## config.mk

```make
export PLATFORM = sky130hd
export DESIGN_NAME = qsys_sysid_ext
export DESIGN_NICKNAME = d
export VERILOG_FILES = /design/src/rtl/qsys_sysid_pkg.sv /design/src/rtl/sysid_uptime_counter.sv /design/src/rtl/qsys_sysid_ext.sv
export SDC_FILE = /design/constraint.sdc
export NUM_CORES = 1
export LEC_CHECK = 0
export CORE_MARGIN = 2
export CORE_UTILIZATION = 59
export DETAILED_ROUTE_END_ITERATION = 16
export MAX_ROUTING_LAYER = met4
export PLACE_DENSITY_LB_ADDON = 0.08
export SYNTH_ARGS = -nofsm -noshare
export SYNTH_HDL_FRONTEND = slang
export SYNTH_HIERARCHICAL = 1
export SYNTH_SLANG_ARGS = --single-unit
```

## constraint.sdc

```tcl
create_clock -name clock -period 3.2 [get_ports clock]
set_clock_uncertainty 0.1 [all_clocks]
set_input_delay 0.96 -clock clock [delete_from_list [all_inputs] [get_ports clock]]
set_output_delay 0.96 -clock clock [all_outputs]
set_load 0.005 [all_outputs]
```

## src/rtl/qsys_sysid_pkg.sv

```systemverilog
// Shared constants for the system-ID/health slave: register map, CTRL bit positions, bus width.
package qsys_sysid_pkg;

  localparam int unsigned DATA_W = 32;

  localparam logic [2:0] ADDR_ID        = 3'd0;
  localparam logic [2:0] ADDR_TIMESTAMP = 3'd1;
  localparam logic [2:0] ADDR_SCRATCH   = 3'd2;
  localparam logic [2:0] ADDR_UPTIME_LO = 3'd3;
  localparam logic [2:0] ADDR_UPTIME_HI = 3'd4;
  localparam logic [2:0] ADDR_SECONDS   = 3'd5;
  localparam logic [2:0] ADDR_CTRL      = 3'd6;
  localparam logic [2:0] ADDR_RSVD      = 3'd7;

  localparam int unsigned CTRL_CLEAR_BIT = 0;
  localparam int unsigned CTRL_WRAP_BIT  = 1;

endpackage

```

## src/rtl/sysid_uptime_counter.sv

```systemverilog
// Free-running 64-bit uptime, one-second prescaler, seconds counter and sticky seconds-wrap flag.
module sysid_uptime_counter #(
  parameter int unsigned CLK_FREQ_HZ = 50_000_000
) (
  input  logic        clock,
  input  logic        reset_n,
  input  logic        clear,
  input  logic        wrap_clr,
  output logic [63:0] uptime,
  output logic [31:0] seconds,
  output logic        wrap_flag
);

  localparam int unsigned PRESC_W = $clog2(CLK_FREQ_HZ);
  localparam logic [PRESC_W-1:0] PRESC_MAX = PRESC_W'(CLK_FREQ_HZ - 1);

  logic [63:0]        uptime_q, uptime_d;
  logic [PRESC_W-1:0] presc_q, presc_d;
  logic [31:0]        seconds_q, seconds_d;
  logic               wrap_q, wrap_d;
  logic               tick;

  always_comb begin
    tick      = (presc_q == PRESC_MAX);
    uptime_d  = uptime_q + 64'd1;
    presc_d   = tick ? '0 : presc_q + PRESC_W'(1);
    seconds_d = seconds_q + 32'(tick);
    wrap_d    = wrap_q;
    if (wrap_clr) begin
      wrap_d = 1'b0;
    end
    // A wrap happening on the clear edge is still reported.
    if (tick && (seconds_q == '1)) begin
      wrap_d = 1'b1;
    end
    if (clear) begin
      uptime_d  = '0;
      presc_d   = '0;
      seconds_d = '0;
    end
  end

  always_ff @(posedge clock or negedge reset_n) begin
    if (!reset_n) begin
      uptime_q  <= '0;
      presc_q   <= '0;
      seconds_q <= '0;
      wrap_q    <= 1'b0;
    end else begin
      uptime_q  <= uptime_d;
      presc_q   <= presc_d;
      seconds_q <= seconds_d;
      wrap_q    <= wrap_d;
    end
  end

  assign uptime    = uptime_q;
  assign seconds   = seconds_q;
  assign wrap_flag = wrap_q;

endmodule

```

## src/rtl/qsys_sysid_ext.sv

```systemverilog
// Avalon-MM system-ID/health slave: ID, build timestamp, scratch, coherent uptime, seconds, CTRL.
module qsys_sysid_ext
  import qsys_sysid_pkg::*;
#(
  parameter logic [31:0] ID          = 32'h0000_0000,
  parameter logic [31:0] TIMESTAMP   = 32'd1375083247,
  parameter int unsigned CLK_FREQ_HZ = 50_000_000
) (
  input  logic              clock,
  input  logic              reset_n,
  input  logic [2:0]        address,
  input  logic              read,
  input  logic              write,
  input  logic [DATA_W-1:0] writedata,
  input  logic [3:0]        byteenable,
  output logic [DATA_W-1:0] readdata,
  output logic              readdatavalid
);

  logic [DATA_W-1:0] scratch_q, scratch_d;
  logic [DATA_W-1:0] snap_q;
  logic [DATA_W-1:0] rdata_d;
  logic [DATA_W-1:0] ctrl_rd;
  logic [63:0]       uptime;
  logic [31:0]       seconds;
  logic              wrap_flag;
  logic              wr_ctrl, clear, wrap_clr;

  sysid_uptime_counter #(
    .CLK_FREQ_HZ(CLK_FREQ_HZ)
  ) u_cnt (
    .clock    (clock),
    .reset_n  (reset_n),
    .clear    (clear),
    .wrap_clr (wrap_clr),
    .uptime   (uptime),
    .seconds  (seconds),
    .wrap_flag(wrap_flag)
  );

  always_comb begin
    wr_ctrl   = write && (address == ADDR_CTRL);
    clear     = wr_ctrl && writedata[CTRL_CLEAR_BIT];
    wrap_clr  = wr_ctrl && writedata[CTRL_WRAP_BIT];
    scratch_d = scratch_q;
    for (int i = 0; i < 4; i++) begin
      if (write && (address == ADDR_SCRATCH) && byteenable[i]) begin
        scratch_d[8*i +: 8] = writedata[8*i +: 8];
      end
    end
  end

  // Read mux uses pre-edge register values, so a same-cycle write is not visible yet.
  always_comb begin
    ctrl_rd                = '0;
    ctrl_rd[CTRL_WRAP_BIT] = wrap_flag;
    unique case (address)
      ADDR_ID:        rdata_d = ID;
      ADDR_TIMESTAMP: rdata_d = TIMESTAMP;
      ADDR_SCRATCH:   rdata_d = scratch_q;
      ADDR_UPTIME_LO: rdata_d = uptime[31:0];
      ADDR_UPTIME_HI: rdata_d = snap_q;
      ADDR_SECONDS:   rdata_d = seconds;
      ADDR_CTRL:      rdata_d = ctrl_rd;
      ADDR_RSVD:      rdata_d = '0;
      default:        rdata_d = '0;
    endcase
  end

  always_ff @(posedge clock or negedge reset_n) begin
    if (!reset_n) begin
      scratch_q     <= '0;
      snap_q        <= '0;
      readdata      <= '0;
      readdatavalid <= 1'b0;
    end else begin
      scratch_q     <= scratch_d;
      readdatavalid <= read;
      if (read) begin
        readdata <= rdata_d;
      end
      // Latch the high word together with the low-word read so the pair is coherent.
      if (read && (address == ADDR_UPTIME_LO)) begin
        snap_q <= uptime[63:32];
      end
    end
  end

endmodule

```

==> results.cfg <==
[cells_and_area]
fin_area_sq_mm = 0.0130
num_antenna_cells = 0
final_nets = 1164
fin_util = 0.699
final_layout_size_suffix_gt1_frac = 0.144
syn_to_final_growth_pct = 16.9
nFillCells = 1415

[sta]
fin_crit_sh = 0.918
worst_pin_slew_ns = 1.26
min_period_ns = 2.94
fin_setup_tns_ns = 0
whs_ns = 0.267
finalSetupViolCount = 0
fmax_mhz = 340
drv_slew = 0
hold_viol_final = 0
rsz0062_at_grt = false
slew_headroom = 0.158

[global_route]
track_usage = 0.297
antenna_found_initial = 0
grt_pass1_vias = 7937
overflow = 0
grt_pass1_wl_microns = 44600
grt_max_degree = 63

[detailed_routing]
drtAntennaViolNets = 0
via_per_inst = 6.22
wl_per_cell_microns = 20.9
drt-total-wl_microns = 28600
via_count = 8499
remaining_drc_errors = 0
drt_iter0_markers = 724
dr.pass1.iters = 6

[clocking]
cts_buffers = 24
cts_root_buf = clkbuf_16
clk_pin_slew_ns = 0.06
insertion_delay_ns = 0.52
cts_tree = done
clockBufferDepth = 3
hold_buffers = 0
cts_sinks = 220
cts_resized = 0
postCtsSetupRepairBufs = 0
htree_levels = 1

[logic_synthesis]
synth_cell_types = 60
syn-mean-instance-area_sq_um = 10.8
synth_seq_cells = 220
ys_async_sr_fraction = 1.00
synth_cells = 1034
synthesis.area_sq_mm = 0.0112
synth-seq-area-share = 0.494
ys.flop_type = dfrtp_1
ys_warn_count = 6
synth_edf_count = 0
syn_nets = 1081

[worst_setup_path]
slowest_stage = dfrtp_1
path_cells = nor4bb_1 -> nand3_1 -> nor4_2 -> buf_4 -> ha_1 -> nand2_1 -> nor4b_4 -> nand3_1 -> or3_1 -> a21oi_1
critPathCaptureType = flop
path_class = reg -> reg
max_stage_delay_ns = 0.42
cp_top_family = simple AND/OR/NAND/NOR gates
path_buf_inv = 1
cp.required_ns = 3.54
worst_setup_path_start_kind = flop
path_max_fanout = 6
critPathArrivalTime_ns = 3.28
crit_top_cell = nand3_1

[floorplan]
num_rows = 50
die_area_sq_mm = 0.0200
die-height_microns = 141
die_x_microns = 141
initial_core_util = 0.598
boundaryPins = 76
core_area_sq_mm = 0.0186

[place]
dpl_cell_area_sq_mm = 0.0122
gp_congestion = 0.919
port_buffers = 75
hpwl_microns = 20400

[flow_run]
cap_viol_max_count = 0

[pwr]
p_leak_nw = 5.56
vdd_drop_max_uv = 425
power_density_mw_per_mm2 = 632

[min_path]
hold_path_class = in -> async

[run_status]
status = complete, no violations
==> final timing paths <==
path / from / end / slack (ns) / cells past startpoint
worst max register to register: u_cnt/presc_q[5]$_DFF_PN0_ / u_cnt/seconds[31]$_DFF_PN0_ / 0.26 / 10
max in group asynchronous: reset_n / u_cnt/uptime[24]$_DFF_PN0_ / 2.01 / 2
worst min-delay path: reset_n / scratch_q[22]$_DFFE_PN0P_ / 0.27 / 1
worst max-delay path: u_cnt/presc_q[5]$_DFF_PN0_ / u_cnt/seconds[31]$_DFF_PN0_ / 0.26 / 10
min in group clock: readdata[29]$_DFFE_PN0P_ / readdata[29]$_DFFE_PN0P_ / 0.38 / 1
worst min register to register: readdata[29]$_DFFE_PN0P_ / readdata[29]$_DFFE_PN0P_ / 0.38 / 1
==> power by group <==
group          leakage, nW  internal (mW)  total (mW)  switching (mW)
registers             2.81           3.39        4.11           0.713
logic                 2.36          0.787        1.41           0.619
clock network        0.393           1.64        2.73            1.10
==> layer usage <==
layer	up-vias	GRT usage	share of wire
li1	3910	-	-
met1	4224	0.406	0.44
met2	297	0.469	0.46
met3	68	0.0375	0.061
met4	0	0.0958	0.038
met5	-	-	0
==> Yosys cell counts (12+ instances only) <==
| library cell | instances | area (sq um) |
|---|---|---|
| or3_1 | 26 | 163 |
| a22oi_1 | 17 | 128 |
| and3_1 | 15 | 93.8 |
| inv_1 | 45 | 169 |
| nor3_1 | 15 | 75.1 |
| nand2b_1 | 20 | 125 |
| a21oi_1 | 34 | 170 |
| mux2_2 | 23 | 259 |
| buf_2 | 12 | 60.1 |
| o21a_1 | 13 | 97.6 |
| a221o_1 | 17 | 170 |
| nand3_1 | 50 | 250 |
| o221ai_1 | 30 | 263 |
| mux2_4 | 30 | 450 |
| nand4_1 | 40 | 250 |
| clkbuf_1 | 27 | 101 |
| xor2_1 | 48 | 420 |
| xnor2_1 | 36 | 315 |
| nor2_1 | 105 | 394 |
| mux2i_1 | 28 | 280 |
| nand2_1 | 37 | 139 |
| dfrtp_1 | 220 | 5510 |
| o21ai_0 | 28 | 140 |
==> per-stage QoR <==
stage                     worst slack (ns)  std cells  total power [mW]
after global placement              0.0970       1325              5.46
final                                0.262       1367              8.25
after floorplan                      0.338       1034              4.83
after CTS                           0.0903       1367              8.27
after global routing                0.0339       1367              8.60
after detailed placement            0.0944       1325              5.52
==> layout by cell type (no fill, tap or decap), types with 7 or more instances in the layout <==
cell	count
xor2_1	48
mux2_2	23
a21oi_1	34
a221o_1	17
nor4_1	7
and4_1	9
nor3_1	15
nor2_1	105
nor4_2	7
o221ai_1	30
or3_1	25
o21ai_0	28
clkbuf_16	25
buf_4	28
dfrtp_1	220
o21a_1	13
clkdlybuf4s50_1	72
or4_1	7
a22oi_1	17
nand4_1	40
nand2_1	37
nand2b_1	20
xnor2_1	36
inv_1	45
nand3_1	50
mux2i_1	28
mux2_1	11
and3_1	15
mux2_4	30
==> area by class of cell <==
class,instances,area (sq um),share of cell area
multi-input cells,720,5270,0.404
repair buffers,106,1020,0.0779
clock buffers,34,719,0.0552
inverters,45,169,0.0130
flip-flops and latches,220,5510,0.422
well taps,234,293,0.0225
clock inverters,8,67.6,0.00518
==> flip-flops by register name (all words and copies together), names as in the netlist <==
| name | count |
|---|---|
| u_cnt/presc_q | 26 |
| scratch_q | 32 |
| u_cnt/wrap_flag | 1 |
| readdata | 32 |
| u_cnt/uptime | 64 |
| u_cnt/seconds | 32 |
| snap_q | 32 |
| readdatavalid | 1 |
==> kinds of logic after synthesis <==
group                    after synthesis  synth area share
AO/OA/AOI/OAI                        151            0.0958
multiplexers                          92            0.0998
flip-flops                           220             0.494
XOR/XNOR                              84            0.0660
AND/OR/NAND/NOR                      389             0.203
adder cells (fa/ha/maj)                4           0.00449
buffers and inverters                 94            0.0370
Note: power is estimated with default switching activity, not from simulation.
